### config.mk
export PLATFORM = sky130hd
export DESIGN_NAME = coin_collector
export DESIGN_NICKNAME = d
export VERILOG_FILES = /design/src/rtl/vending_pkg.sv /design/src/rtl/coin_debounce.sv /design/src/rtl/coin_collector.sv
export SDC_FILE = /design/constraint.sdc
export NUM_CORES = 1
export LEC_CHECK = 0
export CAP_MARGIN = 20
export CORE_UTILIZATION = 53
export CTS_BUF_LIST = sky130_fd_sc_hd__clkbuf_4
export CTS_CLUSTER_SIZE = 28
export DETAILED_ROUTE_END_ITERATION = 8
export MAX_ROUTING_LAYER = met4
export PLACE_DENSITY = 0.87
export SLEW_MARGIN = 10
export SYNTH_ARGS = -nofsm -noshare
export SYNTH_HDL_FRONTEND = slang
export SYNTH_HIERARCHICAL = 1
export SYNTH_SLANG_ARGS = --single-unit
### constraint.sdc
create_clock -name clk -period 2.6 [get_ports clk]
set_clock_uncertainty 0.1 [all_clocks]
set_input_delay 0.52 -clock clk [delete_from_list [all_inputs] [get_ports clk]]
set_output_delay 0.52 -clock clk [all_outputs]
set_load 0.005 [all_outputs]
### src/rtl/vending_pkg.sv
// Shared vending-machine definitions: coin line indices/values and collector FSM states.
// Coin encoding is common to the collector inputs and the change dispenser outputs.
package vending_pkg;

  localparam int COIN5  = 0;
  localparam int COIN10 = 1;
  localparam int COIN20 = 2;
  localparam int COIN50 = 3;

  localparam logic [6:0] VAL5  = 7'd5;
  localparam logic [6:0] VAL10 = 7'd10;
  localparam logic [6:0] VAL20 = 7'd20;
  localparam logic [6:0] VAL50 = 7'd50;

  typedef logic [1:0] state_t;
  localparam state_t IDLE    = 2'd0;
  localparam state_t COLLECT = 2'd1;
  localparam state_t START   = 2'd2;
  localparam state_t WAIT    = 2'd3;

  // Value of all coin strobes seen in one cycle (at most 85).
  function automatic logic [6:0] coin_sum(input logic [3:0] strobes);
    coin_sum = (strobes[COIN5]  ? VAL5  : 7'd0)
             + (strobes[COIN10] ? VAL10 : 7'd0)
             + (strobes[COIN20] ? VAL20 : 7'd0)
             + (strobes[COIN50] ? VAL50 : 7'd0);
  endfunction

endpackage

### src/rtl/coin_debounce.sv
// One coin line: 2-FF synchronizer, saturating low-sample counter, single strobe per insertion.
// Strobe appears 2+DEBOUNCE_CYCLES cycles after the pin first goes low.
module coin_debounce #(
  parameter int DEBOUNCE_CYCLES = 4
) (
  input  logic clk,
  input  logic rst,
  input  logic pin_n,
  output logic strobe
);

  localparam int CW = $clog2(DEBOUNCE_CYCLES + 1);
  localparam logic [CW-1:0] CMAX = CW'(DEBOUNCE_CYCLES);

  logic sync1;
  logic sync2;
  logic [CW-1:0] cnt;

  always_ff @(posedge clk) begin
    if (rst) begin
      sync1  <= 1'b1;
      sync2  <= 1'b1;
      cnt    <= '0;
      strobe <= 1'b0;
    end else begin
      sync1  <= pin_n;
      sync2  <= sync1;
      strobe <= 1'b0;
      // Counter parks at CMAX until the line goes high, so one insertion gives one strobe.
      if (sync2) begin
        cnt <= '0;
      end else if (cnt != CMAX) begin
        cnt    <= cnt + 1'b1;
        strobe <= (cnt == CMAX - 1'b1);
      end
    end
  end

endmodule

### src/rtl/coin_collector.sv
// Vending front end: debounces four coin lines, accumulates the total, hands it to the dispenser.
// Optional idle auto-cancel in COLLECT is enabled by defining COIN_COLLECTOR_TIMEOUT_EN.
module coin_collector
  import vending_pkg::*;
#(
  parameter int DEBOUNCE_CYCLES = 4,
  parameter int PRICE           = 25,
  parameter int MONEY_MAX       = 255,
  parameter int TIMEOUT_CYCLES  = 1000
) (
  input  logic       clk,
  input  logic       rst,
  input  logic [3:0] coin_n,
  input  logic       buy,
  input  logic       cancel,
  input  logic       change_busy,
  output logic [7:0] money,
  output logic       change_en,
  output logic       move25,
  output logic       enough,
  output logic       reject
);

  localparam logic [7:0] PRICE_W = 8'(PRICE);
  localparam logic [8:0] MAX_W   = 9'(MONEY_MAX);

  logic [3:0] strobe;
  state_t     state;
  logic [6:0] sum;
  logic [8:0] total;
  logic       has_coin;
  logic       fits;
  logic       accept_state;
  logic       busy_seen;
  logic [1:0] wait_cnt;
  logic       go_start;
  logic       go_buy;
  logic       timeout;

  for (genvar i = 0; i < 4; i++) begin : g_deb
    coin_debounce #(.DEBOUNCE_CYCLES(DEBOUNCE_CYCLES)) u_deb (
      .clk    (clk),
      .rst    (rst),
      .pin_n  (coin_n[i]),
      .strobe (strobe[i])
    );
  end

  assign sum          = coin_sum(strobe);
  assign total        = {1'b0, money} + {2'b0, sum};
  assign has_coin     = |strobe;
  assign fits         = (total <= MAX_W);
  assign accept_state = (state == IDLE) || (state == COLLECT);
  assign change_en    = (state == START);
  assign enough       = (state == COLLECT) && (money >= PRICE_W);

`ifdef COIN_COLLECTOR_TIMEOUT_EN
  localparam int TW = $clog2(TIMEOUT_CYCLES + 1);
  logic [TW-1:0] idle_cnt;
  logic          activity;

  assign activity = has_coin || buy || cancel;
  assign timeout  = (state == COLLECT) && !activity && (idle_cnt == TW'(TIMEOUT_CYCLES - 1));

  always_ff @(posedge clk) begin
    if (rst || state != COLLECT || activity) idle_cnt <= '0;
    else                                     idle_cnt <= idle_cnt + 1'b1;
  end
`else
  logic unused_timeout;
  assign timeout        = 1'b0;
  assign unused_timeout = ^TIMEOUT_CYCLES;
`endif

  // Cancel has priority over buy; a timeout behaves as a cancel.
  always_comb begin
    go_start = 1'b0;
    go_buy   = 1'b0;
    if (state == COLLECT) begin
      if (cancel || timeout) begin
        go_start = 1'b1;
      end else if (buy && money >= PRICE_W) begin
        go_start = 1'b1;
        go_buy   = 1'b1;
      end
    end
  end

  always_ff @(posedge clk) begin
    if (rst) begin
      state     <= IDLE;
      money     <= 8'd0;
      move25    <= 1'b0;
      reject    <= 1'b0;
      busy_seen <= 1'b0;
      wait_cnt  <= 2'd0;
    end else begin
      reject <= has_coin && (!accept_state || !fits);
      case (state)
        IDLE: begin
          if (has_coin && fits) begin
            money <= total[7:0];
            state <= COLLECT;
          end
        end
        COLLECT: begin
          if (has_coin && fits) money <= total[7:0];
          if (go_start) begin
            state  <= START;
            move25 <= go_buy;
          end
        end
        START: begin
          state     <= WAIT;
          busy_seen <= 1'b0;
          wait_cnt  <= 2'd0;
        end
        WAIT: begin
          if (change_busy) busy_seen <= 1'b1;
          // Leave on busy's falling edge, or when busy never rose within the window.
          if (!change_busy && (busy_seen || wait_cnt == 2'd3)) begin
            state  <= IDLE;
            money  <= 8'd0;
            move25 <= 1'b0;
          end else if (wait_cnt != 2'd3) begin
            wait_cnt <= wait_cnt + 1'b1;
          end
        end
        default: state <= IDLE;
      endcase
    end
  end

endmodule

---- Word level (Yosys, flattened, before mapping) ----
Index checks and enable logic that the tools add are counted.
word-level totals
  output and inout port bits .............. 12
  bits of input ports ..................... 9
  register bits ........................... 39
  word-level logic and storage cells ...... 110
operators by class
  add/subtract/negate cells ............... 9
  bitwise logic cells ..................... 4
  reduce and logical (&&, ||, !) cells .... 30
  mux-type cells .......................... 23
  order comparisons ....................... 2
  eq/ne operators ......................... 20
operators with widths
  kind                                                               number
  2-to-1 mux 8 bit                                                   2
  one-hot mux 8 bit (2 select lines)                                 1
  adder 3 x 1 -> 3 bit, second input constant                        4
  == test 3 x 2 -> 1 bit, second input constant                      4
  != test 2 bit, second input constant                               6
  != test 3 bit, second input constant                               4
  AND reduction 3 bit                                                4
  OR reduction 3 bit                                                 4
  2-to-1 mux 2 bit                                                   5
  OR reduction 2 bit                                                 5
  adder 8 x 7 -> 9 bit                                               1
  <= comparator 9 x 8 -> 1 bit, second input constant                1
  greater-or-equal comparator 8 x 5 -> 1 bit, second input constant  1
  one-hot mux 2 bit (4 select lines)                                 1
  adder 6 x 6 -> 7 bit                                               1
  2-to-1 mux 1 bit                                                   7
  adder 5 x 5 -> 6 bit                                               1
  == test 2 bit, second input constant                               3
  2-to-1 mux 6 bit                                                   1
  nonzero test 2 bit                                                 3
  adder 3 x 4 -> 5 bit                                               1
  logical AND 1 bit                                                  5
  2-to-1 mux 5 bit                                                   1
  2-to-1 mux 4 bit                                                   1
  other kinds (12)                                                   21

---- Longest topological paths before layout ----
Gate-level depths: netlist of the first run.
  depth after elaboration ................. 9
  mapped depth ............................ 10
  gate-level depth less buffers ........... 9

---- Hierarchy ----
The synthesis of the first run kept the hierarchy.
by module, submodules not included
  module          cells an instance  area an instance (sq um)  seq. area each (sq um)  instances
  coin_collector  131                1152.4                    300.3                   1
  coin_debounce   25                 261.5                     120.1                   4

---- Worst setup path before layout of the first run ----
No wires, ideal clock.
  path kind ............................... reg2reg
  from .................................... register money[4]
  to ...................................... register money[4]
  cell stages (with the launch flop) ...... 11
  clock period less this slack ............ 2.818 ns
  setup time .............................. 0.070 ns
  setup slack ............................. -0.218 ns
  buffers on the path ..................... 1
  arrival ................................. 2.648 ns
  required time ........................... 2.430 ns
  cell sequence ........................... dfxtp_1 -> inv_1 -> fa_1 -> inv_1 -> ha_1 -> and2_1 -> a221oi_2 -> a21oi_1 -> clkbuf_1 -> or4_1 -> a21oi_1
between the ends
  longest elaborated chain between the ends .. 5
  elaborated cells on any way between the ends .. 7
  those cells by class .................... add/sub (1); order compare (1); eq/ne (1); mux (2); reduce/logical (2)
ends and longest elaborated chain
  element                                  RTL line                                      source
  start, declared                          coin_collector.sv:17                          output logic [7:0] money,
  start signal, assigned                   coin_collector.sv:102                         money <= total[7:0];
  start signal, assigned                   coin_collector.sv:107                         if (has_coin && fits) money <= total[7:0];
  adder 8 x 7 -> 9 bit *                   coin_collector.sv:50                          assign total = {1'b0, money} + {2'b0, sum};
  <= comparator 9 x 8 -> 1 bit             coin_collector.sv:52                          assign fits = (total <= MAX_W);
  logical AND 1 bit                        coin_collector.sv:101, coin_collector.sv:107
  != test 2 x 1 -> 1 bit (no source line)  -
  AND reduction 3 bit (no source line)     -
Every way passes the cells marked *; elsewhere a longest branch is shown, timed or not. The select of a mux whose other input is x is not followed.
A chain may end at the register's enable or synchronous reset.

---- Final worst setup path of the first run ----
  from .................................... register g_deb[2].u_deb.strobe
  to ...................................... register money[6]
between the ends
  longest elaborated chain between the ends .. 8
  elaborated cells on any way between the ends .. 11
  those cells by class .................... add/sub (3); order compare (1); eq/ne (1); mux (3); reduce/logical (3)
ends and longest elaborated chain
  element                                  RTL line                                      source
  start, declared                          coin_debounce.sv:9                            output logic strobe
  start signal, assigned                   coin_debounce.sv:34                           strobe <= (cnt == CMAX - 1'b1);
  2-to-1 mux 5 bit                         vending_pkg.sv:25                             + (strobes[COIN20] ? VAL20 : 7'd0)
  adder 5 x 5 -> 6 bit                     vending_pkg.sv:25
  adder 6 x 6 -> 7 bit                     vending_pkg.sv:26                             + (strobes[COIN50] ? VAL50 : 7'd0);
  adder 8 x 7 -> 9 bit                     coin_collector.sv:50
  <= comparator 9 x 8 -> 1 bit             coin_collector.sv:52
  logical AND 1 bit                        coin_collector.sv:101, coin_collector.sv:107
  != test 2 x 1 -> 1 bit (no source line)  -
  AND reduction 3 bit (no source line)     -
Parallel ways exist; a longest one is shown, timed or not. The select of a mux whose other input is x is not followed.

==> results of run 1 <==
[state kept, by name, indices dropped and copies added, names as in the netlist]
signal	count
g_deb.u_deb/cnt	12
wait_cnt	2
g_deb.u_deb/strobe	4
g_deb.u_deb/sync2	4
money	8
move25	1
g_deb.u_deb/sync1	4
state	2
reject	1
busy_seen	1
[cell type report]
class / instances / area [µm²]
Multi-Input combinational cell: 165 / 1390
Fill cell: 313 / 1270
Sequential cell: 39 / 788
Timing Repair Buffer: 39 / 347
Inverter: 23 / 86.3
Tap cell: 50 / 62.6
Clock buffer: 6 / 45.0
Clock inverter: 2 / 7.51
[power breakdown]
group	switching, µW	internal (µW)	total [µW]
clock	196	111	307
sequential	10.0	608	618
combinational	46.3	48.2	94.5
total	252	767	1020
[worst max-delay path, cell delays in order (launching register included)]
cell      delay [ns]
dfxtp_2         0.35
inv_2           0.04
fa_1            0.54
inv_2           0.05
ha_4            0.23
and2_4          0.17
a221oi_4        0.32
a21oi_4         0.14
buf_4           0.15
buf_4           0.14
o21ai_0         0.22
a21oi_1         0.10
[cell families (layout without fill, tap and decap cells)]
group	after synthesis	count (layout)	synth area share, %
and+or+nand+nor	66	66	18.2
xor gates and xnor gates	2	2	0.797
muxes	3	3	1.42
adders and majority gates	30	30	18.4
DFF	39	39	35.5
buffers and inverters	27	70	5.01
AOI/OAI and AO/OA	64	64	20.6
[cell usage after synthesis, drive strengths merged (2+ instances only)]
| cell type | count | area (µm²) |
|---|---|---|
| buf | 2 | 16.3 |
| ha | 26 | 325 |
| or4 | 3 | 22.5 |
| o21a | 3 | 22.5 |
| nor2 | 10 | 37.5 |
| mux2i | 2 | 20.0 |
| nor2b | 2 | 12.5 |
| or4b | 4 | 40.0 |
| o21ai | 13 | 65.1 |
| clkbuf | 2 | 7.51 |
| nand2 | 9 | 43.8 |
| a21oi | 26 | 175 |
| fa | 4 | 80.1 |
| or2 | 14 | 100 |
| nand2b | 2 | 12.5 |
| nand3 | 10 | 50.1 |
| a21o | 5 | 42.5 |
| and3 | 4 | 25.0 |
| nor4 | 2 | 12.5 |
| and2 | 2 | 12.5 |
| a21boi | 3 | 22.5 |
| dfxtp | 39 | 781 |
| a21bo | 4 | 40.0 |
| o211ai | 2 | 15.0 |
| o31a | 2 | 18.8 |
| xor2 | 2 | 17.5 |
| inv | 23 | 86.3 |
[through the flow]
stage	util (%)	total power [µW]	hold slack (ns)
global route	68.1	1060	0.342
global placement	64.2	719	0.292
detailed placement	64.2	723	0.294
floorplan	-	693	0.289
CTS	67.5	1030	0.320
finish	68.1	1020	0.318
[path summary, 6_finish.rpt]
path	to	from
worst max-delay path	money[6]	g_deb[2].u_deb/strobe
worst min register to register	g_deb[1].u_deb/sync2	g_deb[1].u_deb/sync1
worst min-delay path	g_deb[1].u_deb/sync2	g_deb[1].u_deb/sync1
worst max register to register	money[6]	g_deb[2].u_deb/strobe
[routing by layer]
| metal | track usage (%) | share of wire (%) | vias up |
|---|---|---|---|
| met4 | 10.4 | 2.4 | 0 |
| met1 | 25.7 | 46 | 819 |
| met2 | 38.9 | 49 | 32 |
| li1 | - | - | 896 |
| met3 | 5.34 | 2.6 | 16 |
| met5 | - | 0 | - |
[repair_timing]
item | in CTS | in global routing
buffers inserted | 6 | 0
endpoints found under the hold margin | 0 | 0
resized for setup | 12 | 8
pin swaps | 10 | 7
setup endpoints to repair | 7 | 12
==> run_results.csv, run 1 <==
group,metric,value,unit
yosys,syn_nets,270,
yosys,postSynthRegisterBits,39,
layout,mostFrequentLayoutCell,"dfxtp_1",
floorplan,die_height,66.4,µm
timing,max_slew.worst_pin.slew,0.561,ns
clocking,ctsLongestPathBuffers,2,
placement,numPlacedInstances,310,
route,drc,0,
power,p_per_area,374,nW/µm²
worst_hold_path,holdPathStages,1,
route,detail_route.wirelength,4590,µm
route,drt_first_pass_iters,4,
grt,grt_pass1_vias,1762,
timing,finalCriticalPeriod,2.65,ns
clocking,post_cts_hold_buffer_count,0,
timing,final_min_period_over_clock_period,102,%
worst_setup_path,critPathRequiredTime,2.75,ns
placement,dpl_cell_area,2570,µm²
floorplan,placeableCoreArea,4000,µm²
route,drtAntennaViolNets,0,
outcome,status,"finished with violations",
yosys,ys_seq_area_share,35.5,%
worst_hold_path,holdCritPathClass,"flip-flop to flip-flop",
floorplan,rows,23,
route,routed-via-count,1763,
layout,final-instance-count-excl-fill,324,
clocking,tritoncts,"done",
yosys,async_flop_share,0,%
grt,track_usage,23.0,%
yosys,yosys_warnings,6,
route,vias_per_cell,5.44,
worst_setup_path,critical_path.startpoint_type,"flip-flop",
yosys,synthFlopType,"dfxtp_1",
power,power.static_leakage,0.00109,µW
timing,finalMaxSlewViolations,0,
placement,place.port_buffers,20,
yosys,synthDistinctLibCells,45,
grt,grt_start_max_net_pins,31,
worst_setup_path,reg2reg_depth,11,
grt,antenna_violations_before_repair,0,
layout,antennaDiodeCount,0,
clocking,clock_tree.htree_level_count,2,
clocking,worstSkewPairLatency,0.36,ns
yosys,synth_enable_flop_cells,0,
clocking,cts_buffers,5,
placement,hpwlAfterDp,3140,µm
worst_setup_path,worst_ep_arrival,2.81,ns
timing,final-hold-violation-count,0,
layout,layout_common_cells,"dfxtp_1 (35), ha_1 (22), inv_1 (20), clkdlybuf4s50_1 (20), buf_4 (18)",
yosys,syn_area_per_cell,9.52,µm²
timing,max_freq,0.377,GHz
worst_setup_path,rrSetupSlack,-0.05,ns
yosys,synthCells,231,
clocking,clockRootBuffer,"clkbuf_4",
placement,routabilityCongestion,0.828,
layout,fin_area,2730,µm²
floorplan,die_area,4410,µm²
floorplan,floorplan.initialDensity,55.0,%
layout,drive_above_1_share,30.3,%
timing,rsz0062_at_grt,"yes",
floorplan,io-pin-count,21,
route,wl_per_cell,14.2,µm
yosys,syn-cell-area,2200,µm²
worst_setup_path,endpoint_kind,"flip-flop",
timing,final_critical_path_setup_slack,-0.0549,ns
layout,nNetsFinal,312,
route,drt_first_iter_violations,95,
worst_setup_path,critPathKind,"flip-flop to flip-flop",
placement,dp_worst_setup_slack,-0.0987,ns
grt,grt-ovfl-total,0,
timing,setup-tns-final,-0.160,ns
worst_setup_path,maximum_net_fanout_on_the_critical_path,8,
power,vdd_ir_drop_max,0.302,mV
clocking,clock_sink_count,39,
floorplan,die-width,66.4,µm
outcome,failed_checks,"negative setup slack",
layout,area_growth,24.0,%
grt,grt_first_pass_wirelength,7450,µm
timing,slew_headroom,62.3,%
flow_run,maxCapViolCount,0,
clocking,clkTransAtPathRegs,0.12,ns
timing,finalSetupViolations,7,
No activity file was read; power rests on OpenSTA's default activity.
==> run 2, diff against run 1 <==
CTS_CLUSTER_SIZE = unset   (was 28)
SKIP_CTS_REPAIR_TIMING = 1   (was unset)
==> run_results.csv, run 2 (synthesis gave the netlist of run 1 again) <==
group,metric,value,unit
floorplan,floorplan.initialDensity,55.0,%
timing,final-hold-violation-count,0,
route,dr_wl_met2,2220,µm
layout,area_growth,23.4,%
route,drt_first_iter_violations,96,
worst_setup_path,endpoint_kind,"flip-flop",
route,drc,0,
timing,max_freq,0.367,GHz
layout,antennaDiodeCount,0,
timing,finalSetupViolations,9,
route,vias_per_cell,5.43,
outcome,failed_checks,"negative setup slack",
timing,final_critical_path_setup_slack,-0.125,ns
clocking,clock_tree.htree_level_count,2,
outcome,status,"finished with violations",
worst_setup_path,worst_path_max_delay_cell,"fa_1",
worst_setup_path,path_buf_inv,2,
timing,final.hold.worst_slack,0.318,ns
clocking,worstSkewPairLatency,0.35,ns
worst_setup_path,cpMostUsedCell,"inv_2",
floorplan,die-width,66.4,µm
floorplan,die_area,4410,µm²
route,detail_route.wirelength,4540,µm
worst_setup_path,critical_path.startpoint_type,"flip-flop",
route,routed-via-count,1754,
route,drtAntennaViolNets,0,
worst_setup_path,worst_setup_path_startpoint,"money[4]",
power,totalPowerFinal,1020,µW
route,max_used_layer,"met4",
worst_setup_path,maximum_net_fanout_on_the_critical_path,5,
timing,setup-tns-final,-0.581,ns
worst_setup_path,critPathRequiredTime,2.80,ns
layout,nNetsFinal,311,
floorplan,io-pin-count,21,
grt,grt_pass1_vias,1719,
layout,largest_registers,"g_deb.u_deb/cnt x12, money x8",
timing,finalMaxSlewViolations,0,
layout,layout_common_cells,"dfxtp_1 (36), ha_1 (25), inv_1 (20), clkdlybuf4s50_1 (20), buf_4 (17)",
timing,final_min_period_over_clock_period,105,%
worst_hold_path,holdCritPathClass,"flip-flop to flip-flop",
worst_setup_path,critPathKind,"flip-flop to flip-flop",
worst_setup_path,cp.depth,9,
power,power.static_leakage,0.00108,µW
power,vdd_ir_drop_max,0.271,mV
worst_setup_path,reg2reg_depth,9,
worst_setup_path,critical_path.max_stage_delay,0.55,ns
floorplan,rows,23,
layout,registers.top_by_ff_count,"g_deb.u_deb/cnt",
layout,layout.filler_cells,314,
worst_setup_path,worstReg2RegStart,"money[4]",
worst_setup_path,rrSetupSlack,-0.12,ns
clocking,clock_sink_count,39,
grt,grt_start_max_net_pins,31,
layout,drive_above_1_share,28.6,%
grt,grt_first_pass_wirelength,7110,µm
timing,slew_headroom,62.0,%
floorplan,placeableCoreArea,4000,µm²
route,met3WireLength,161,µm
placement,dp_worst_setup_slack,-0.0987,ns
timing,max_slew.worst_pin.slew,0.565,ns
layout,final-instance-count-excl-fill,323,
flow_run,maxCapViolCount,0,
timing,finalCriticalPeriod,2.72,ns
route,m1WireLength,2100,µm
placement,routabilityCongestion,0.828,
timing,rsz0062_at_grt,"yes",
clocking,tritoncts,"done",
power,p_per_area,375,nW/µm²
clocking,clockRootBuffer,"clkbuf_4",
grt,grt-ovfl-total,0,
worst_setup_path,worstSetupEndpoint,"money[1]",
layout,mostFrequentLayoutCell,"dfxtp_1",
layout,largest_reg_flops,12,
floorplan,die_height,66.4,µm
clocking,cts_buffers,5,
worst_setup_path,cp_top_family,"adder cells",
route,wl_per_cell,14.1,µm
placement,numPlacedInstances,310,
clocking,ctsLongestPathBuffers,2,
worst_setup_path,worst_ep_arrival,2.92,ns
placement,hpwlAfterDp,3140,µm
grt,track_usage,21.8,%
clocking,clkTransAtPathRegs,0.13,ns
placement,place.port_buffers,20,
grt,antenna_violations_before_repair,0,
worst_setup_path,worstReg2RegEnd,"money[1]",
route,drt_first_pass_iters,4,
worst_setup_path,crit_path_cell_trace,"inv_2 > fa_1 > inv_2 > ha_4 > and2_4 > a221oi_4 > a21oi_4 > or4b_4 > a21oi_2",
run 2: cell types whose count changed in the layout (fill, tap and decap cells not counted), moves of 2 or more:
| cell | previous run | this run |
|---|---|---|
| ha_1 | 22 | 25 |
| ha_2 | 2 | 0 |
| o21ai_0 | 11 | 9 |
| o21ai_1 | 2 | 4 |
run 2: metal layers:
metal	GRT usage (%)	vias to the layer above
li1	-	890
met1	25.0	818
met2	35.3	36
met3	5.34	10
met4	10.9	0
met5	-	-
run 2: where the power goes:
group / switching [µW] / internal [µW] / total [µW]
Combinational: 46.4 / 49.4 / 95.9
Sequential: 10.8 / 608 / 619
Clock: 193 / 111 / 304
run 2: stage by stage:
stage	utilization (%)	instance area, µm²
after floorplan	-	2230
after global placement	64.2	2570
after CTS	65.5	2620
final	67.8	2710
after global routing	67.8	2710
after detailed placement	64.2	2570
run 2: area by class of cell:
| type | count | area (µm²) | area share, % |
|---|---|---|---|
| inverter | 23 | 86.3 | 3.18 |
| timing repair buffer | 37 | 328 | 12.1 |
| sequential | 39 | 787 | 29.0 |
| tap | 50 | 62.6 | 2.31 |
| clock buffer | 6 | 45.0 | 1.66 |
| clock inverter | 2 | 7.51 | 0.277 |
| multi-input combinational | 166 | 1400 | 51.5 |
run 2: worst min-delay path by stage:
stage | depth (start not counted) | from | endpoint
after global placement | 1 | g_deb[1].u_deb/sync1 | g_deb[1].u_deb/sync2
after global routing | 1 | g_deb[1].u_deb/sync1 | g_deb[1].u_deb/sync2
after floorplan | 1 | g_deb[0].u_deb/sync1 | g_deb[0].u_deb/sync2
after CTS | 1 | g_deb[2].u_deb/sync1 | g_deb[2].u_deb/sync2
final | 1 | g_deb[2].u_deb/sync1 | g_deb[2].u_deb/sync2
after detailed placement | 1 | g_deb[2].u_deb/sync1 | g_deb[2].u_deb/sync2
run 2: worst register-to-register path: stages, from the launching register on:
cell,delay [ns]
dfxtp_2,0.36
inv_2,0.05
fa_1,0.55
inv_2,0.05
ha_4,0.23
and2_4,0.17
a221oi_4,0.40
a21oi_4,0.12
or4b_4,0.51
a21oi_2,0.14
